===== config.mk =====
export PLATFORM = sky130hd
export DESIGN_NAME = gpio_irq_conditioner
export DESIGN_NICKNAME = d
export VERILOG_FILES = /design/src/rtl/gpio_irq_pkg.sv /design/src/rtl/gpio_debounce.sv /design/src/rtl/gpio_irq_conditioner.sv
export SDC_FILE = /design/constraint.sdc
export NUM_CORES = 1
export LEC_CHECK = 0
export ABC_AREA = 1
export BUFFER_PORTS_ARGS = -buffer_cell sky130_fd_sc_hd__clkbuf_2
export CAP_MARGIN = 20
export CORE_MARGIN = 2
export CORE_UTILIZATION = 63
export DETAILED_ROUTE_END_ITERATION = 16
export HOLD_SLACK_MARGIN = 0.03
export PLACE_DENSITY = 0.83
export SKIP_LAST_GASP = 1
export SLEW_MARGIN = 30
export SYNTH_ARGS = -nofsm -noshare
export SYNTH_HDL_FRONTEND = slang
export SYNTH_SLANG_ARGS = --single-unit

===== constraint.sdc =====
create_clock -name CLK_BASE -period 3.6 [get_ports CLK_BASE]
set_clock_uncertainty 0.2 [all_clocks]
set_input_delay 0.18 -clock CLK_BASE [delete_from_list [all_inputs] [get_ports CLK_BASE]]
set_output_delay 0.18 -clock CLK_BASE [all_outputs]
set_load 0.01 [all_outputs]

===== src/rtl/gpio_irq_pkg.sv =====
// Shared types and defaults for the GPIO interrupt conditioner.
package gpio_irq_pkg;

    typedef enum logic [1:0] {
        IDLE     = 2'd0,
        REQ      = 2'd1,
        WAIT_REL = 2'd2
    } state_t;

    localparam int unsigned MISS_CNT_W_DEF = 8;

endpackage


===== src/rtl/gpio_debounce.sv =====
// Two-flop synchroniser and stable-count debouncer for an active-low push-button.
// Emits the debounced state and a one-cycle press pulse aligned with its rising edge.
module gpio_debounce #(
    parameter int unsigned DEBOUNCE_CYCLES = 500000
) (
    input  logic clk,
    input  logic rst,
    input  logic btn_n,
    output logic btn_state,
    output logic press
);

    localparam int unsigned CNT_W = $clog2(DEBOUNCE_CYCLES);

    logic [1:0]       sync;
    logic [CNT_W-1:0] cnt;
    logic             pressed_s;

    assign pressed_s = ~sync[1];

    // The counter tracks how long the synced input has disagreed with btn_state.
    always_ff @(posedge clk or posedge rst) begin
        if (rst) begin
            sync      <= 2'b11;
            cnt       <= '0;
            btn_state <= 1'b0;
            press     <= 1'b0;
        end else begin
            sync  <= {sync[0], btn_n};
            press <= 1'b0;
            if (pressed_s == btn_state) begin
                cnt <= '0;
            end else if (cnt == CNT_W'(DEBOUNCE_CYCLES - 1)) begin
                btn_state <= pressed_s;
                press     <= pressed_s;
                cnt       <= '0;
            end else begin
                cnt <= cnt + CNT_W'(1);
            end
        end
    end

endmodule


===== src/rtl/gpio_irq_conditioner.sv =====
// Debounced button to level IRQ for the MSS, held until acknowledged; counts missed presses.
// Define GPIO_IRQ_TIMEOUT_EN to build the forced drop after ACK_TIMEOUT_CYCLES in REQ.
module gpio_irq_conditioner
    import gpio_irq_pkg::*;
#(
    parameter int unsigned DEBOUNCE_CYCLES    = 500000,
    parameter int unsigned ACK_TIMEOUT_CYCLES = 50000000,
    parameter int unsigned MISS_CNT_W         = MISS_CNT_W_DEF
) (
    input  logic                  CLK_BASE,
    input  logic                  RESET,
    input  logic                  BTN_N,
    input  logic                  MSS_ACK,
    output logic                  IRQ_OUT,
    output logic                  BTN_STATE,
    output logic [MISS_CNT_W-1:0] MISS_COUNT,
    output logic                  TIMEOUT_FLAG
);

    logic   press;
    logic   [1:0] ack_sync;
    logic   ack_prev;
    logic   ack_s;
    logic   ack_rise;
    state_t state;

    gpio_debounce #(
        .DEBOUNCE_CYCLES(DEBOUNCE_CYCLES)
    ) u_debounce (
        .clk       (CLK_BASE),
        .rst       (RESET),
        .btn_n     (BTN_N),
        .btn_state (BTN_STATE),
        .press     (press)
    );

    assign ack_s    = ack_sync[1];
    assign ack_rise = ack_s & ~ack_prev;

`ifdef GPIO_IRQ_TIMEOUT_EN
    localparam int unsigned TO_W = $clog2(ACK_TIMEOUT_CYCLES + 1);
    logic [TO_W-1:0] to_cnt;
`else
    assign TIMEOUT_FLAG = 1'b0;
`endif

    // Request FSM; IRQ_OUT is registered and high only in REQ.
    always_ff @(posedge CLK_BASE or posedge RESET) begin
        if (RESET) begin
            ack_sync   <= 2'b00;
            ack_prev   <= 1'b0;
            state      <= IDLE;
            IRQ_OUT    <= 1'b0;
            MISS_COUNT <= '0;
`ifdef GPIO_IRQ_TIMEOUT_EN
            to_cnt       <= '0;
            TIMEOUT_FLAG <= 1'b0;
`endif
        end else begin
            ack_sync <= {ack_sync[0], MSS_ACK};
            ack_prev <= ack_s;

            if (press && (state != IDLE) && (MISS_COUNT != '1)) begin
                MISS_COUNT <= MISS_COUNT + MISS_CNT_W'(1);
            end

            case (state)
                IDLE: begin
                    if (press) begin
                        state   <= REQ;
                        IRQ_OUT <= 1'b1;
`ifdef GPIO_IRQ_TIMEOUT_EN
                        to_cnt  <= '0;
`endif
                    end
                end
                REQ: begin
                    if (ack_rise) begin
                        state   <= WAIT_REL;
                        IRQ_OUT <= 1'b0;
`ifdef GPIO_IRQ_TIMEOUT_EN
                        TIMEOUT_FLAG <= 1'b0;
`endif
                    end
`ifdef GPIO_IRQ_TIMEOUT_EN
                    else if (to_cnt == TO_W'(ACK_TIMEOUT_CYCLES - 1)) begin
                        state        <= ack_s ? WAIT_REL : IDLE;
                        IRQ_OUT      <= 1'b0;
                        TIMEOUT_FLAG <= 1'b1;
                    end else begin
                        to_cnt <= to_cnt + TO_W'(1);
                    end
`endif
                end
                WAIT_REL: begin
                    if (!ack_s) begin
                        state <= IDLE;
                    end
                end
                default: begin
                    state   <= IDLE;
                    IRQ_OUT <= 1'b0;
                end
            endcase
        end
    end

endmodule

==> results.json <==
{
  "period_minus_slack_ns": 1.74,
  "tns_ns": 0,
  "cp.arrival_ns": 1.79,
  "num_antenna_cells": 0,
  "ys_types": 28,
  "area_delta_synth_final_pct": 9.01,
  "drive_gt1_share_pct": 14.8,
  "pwr-share-comb_pct": 3.8,
  "dieArea_um2": 3540,
  "core_um2": 3000,
  "max_freq_mhz": 576,
  "wl_per_cell_um": 11.8,
  "synth_cells": 248,
  "start_util_pct": 64.7,
  "irDropWorstVdd_mv": 0.200,
  "cts_buffers": 5,
  "power.clock.fraction_pct": 32.1,
  "track_usage_pct": 23.3,
  "swShare_pct": 24.2,
  "syn_avg_cell_area_um2": 7.84,
  "hold_viol": 0,
  "yosys_register_bits": 37,
  "intPower_uw": 503,
  "min-delay-path-class": "flop to flop",
  "status": "completed",
  "syn_area_um2": 1940,
  "ioPinCount": 15,
  "cts_tree": "done",
  "p_sw_uw": 161,
  "gr-total-overflow": 0,
  "drt_iter0_drc": 100,
  "max-clock-path-buffers": 2,
  "p_per_area_nw_per_um2": 313,
  "min_period_over_period_pct": 48.3,
  "cts_resized": 0,
  "wirelength_mm": 3.58,
  "grt_pass1_wl_mm": 6.10,
  "p_leak_uw": 0.00100,
  "cp_max_fo": 11,
  "grt_max_degree": 38,
  "crit_path_end_kind": "flop",
  "die-width_um": 59.5,
  "grt_pass1_vias": 1465,
  "finalPower_uw": 664,
  "layout.cells.non_filler": 303,
  "clkSinkCount": 37,
  "ant_nets": 0,
  "drv_cap": 0,
  "drc": 0,
  "routabilityCongestion": 0.921,
  "slew_viol_final": 0,
  "syn-num-nets": 254,
  "setup_viol": 0,
  "ys_warn_count": 0,
  "rows": 20,
  "nets": 275,
  "antenna_found_initial": 0,
  "startpoint_type": "flop",
  "critical_path_class": "flop to flop",
  "io_buffers": 13,
  "rsz0062_at_grt": "false",
  "cts_root_buf": "clkbuf_4",
  "vias_per_cell": 5.04,
  "worstHoldPathCells": 0,
  "dp.cells": 292,
  "via_count": 1527,
  "postCtsSetupBuffers": 0,
  "rr_worst_depth": 8,
  "clkLatencyLatePin_ns": 0.35,
  "clk_pin_slew_ns": 0.11,
  "p_seq_share_pct": 64.1,
  "ys_seq_area_share_pct": 47.8,
  "cts_htree_levels": 2,
  "dpl.hpwl_mm": 2.62,
  "critical_path_required_ns": 3.65,
  "die_h_um": 59.5,
  "first_pass_iters": 4
}
flip-flops by register name (all words and copies together), names as in the netlist:
name	count
IRQ_OUT	1
MISS_COUNT	8
ack_prev	1
ack_sync	2
state	2
u_debounce.btn_state	1
u_debounce.cnt	19
u_debounce.press	1
u_debounce.sync	2
cell usage after synthesis, drive strengths merged:
cell type   n  area (µm²)
nand4       2        12.5
xnor2       4        35.0
nand3b      1        7.51
nor3        6        30.0
ha          2        25.0
nand3      15        75.1
nor2       57         246
dfstp       2        52.6
o21a        1        7.51
o21ai       7        38.8
xor2       11         104
buf         3        23.8
dfrtp      35         876
nand2      65         257
o31ai       1        7.51
nor3b       1        7.51
inv        31         116
conb        1        3.75
a21oi       2        10.0
o211ai      1        7.51
power by group through the flow:
| stage | registers [µW] | clock network [µW] | logic (µW) |
|---|---|---|---|
| after detailed placement | 434 | 0 | 23.1 |
| after CTS | 426 | 222 | 25.7 |
| after floorplan | 433 | 0 | 17.3 |
| after global routing | 427 | 241 | 29.5 |
| final | 426 | 213 | 25.0 |
| after global placement | 434 | 0 | 23.2 |
per-stage QoR:
step / setup slack (ns) / area [µm²] / hold slack, ns / utilization [%]
after floorplan: 2.04 / 1940 / -0.0155 / -
after CTS: 1.86 / 2120 / 0.162 / 70.5
after detailed placement: 1.88 / 2030 / 0.0696 / 67.7
final: 1.86 / 2120 / 0.160 / 70.5
after global routing: 1.70 / 2120 / 0.167 / 70.5
after global placement: 1.91 / 2030 / 0.0673 / 67.7
per-layer routing:
layer / track usage [%] / vias up / wire length [µm]
li1: - / 798 / -
met1: 29.6 / 678 / 1640
met2: 38.0 / 40 / 1720
met3: 5.24 / 11 / 124
met4: 10.2 / 0 / 103
met5: 0 / - / 0
worst paths after layout:
| check | from | endpoint | slack [ns] |
|---|---|---|---|
| setup / recovery | MISS_COUNT[0] | MISS_COUNT[7] | 1.86 |
| hold / removal | ack_sync[0] | ack_sync[1] | 0.16 |
| setup reg to reg | MISS_COUNT[0] | MISS_COUNT[7] | 1.86 |
| hold reg to reg | ack_sync[0] | ack_sync[1] | 0.16 |
| max in group asynchronous | RESET | u_debounce.sync[1] | 2.60 |
| min in group asynchronous | RESET | u_debounce.cnt[7] | 0.24 |
layout make-up:
cell class	instances	area, µm²
fill	257	885
tap	33	41.3
timing repair buffer	17	103
multi-input combinational	177	875
inverter	31	116
sequential	37	928
clock inverter	3	17.5
clock buffer	5	37.5
cell usage in the layout, fill, tap and decap left out, types with 2 or more instances in the layout:
master | netlist | routed
a21oi_1 | 2 | 2
nor2_1 | 48 | 48
nand2_2 | 5 | 5
o21ai_0 | 4 | 4
nor3_1 | 6 | 6
nand2_1 | 60 | 60
clkbuf_4 | 0 | 5
inv_1 | 31 | 31
xnor2_1 | 4 | 4
nor2_4 | 2 | 2
nand3_1 | 15 | 15
dfrtp_1 | 35 | 35
nand4_1 | 2 | 2
dlygate4sd3_1 | 0 | 3
dfstp_2 | 2 | 2
ha_1 | 2 | 2
clkinv_2 | 0 | 2
xor2_1 | 10 | 10
clkbuf_2 | 0 | 13
nor2_2 | 7 | 7
o21ai_1 | 2 | 2
worst max-delay path, cell delays in order (launching register included):
cell	delay, ns
dfrtp_1	0.41
ha_1	0.19
nand3_1	0.09
nor2_2	0.15
nand2_1	0.07
nand2_1	0.28
inv_1	0.13
nand2_1	0.09
nand2_1	0.04
cells by family after synthesis:
logic type / count (synthesis) / share of synthesized area (%)
AO/OA/AOI/OAI: 12 / 3.67
XOR/XNOR: 15 / 7.15
adder cells (fa/ha/maj): 2 / 1.29
buffers and inverters: 34 / 7.21
flip-flops: 37 / 47.8
other: 1 / 0.193
AND/OR/NAND/NOR: 147 / 32.7
what timing repair did:
action                     4_1_cts  5_1_grt
hold endpoints to repair        37        0
setup endpoints to repair        0        0
hold buffers                     3        0
Note: power is estimated with default switching activity, not from simulation.
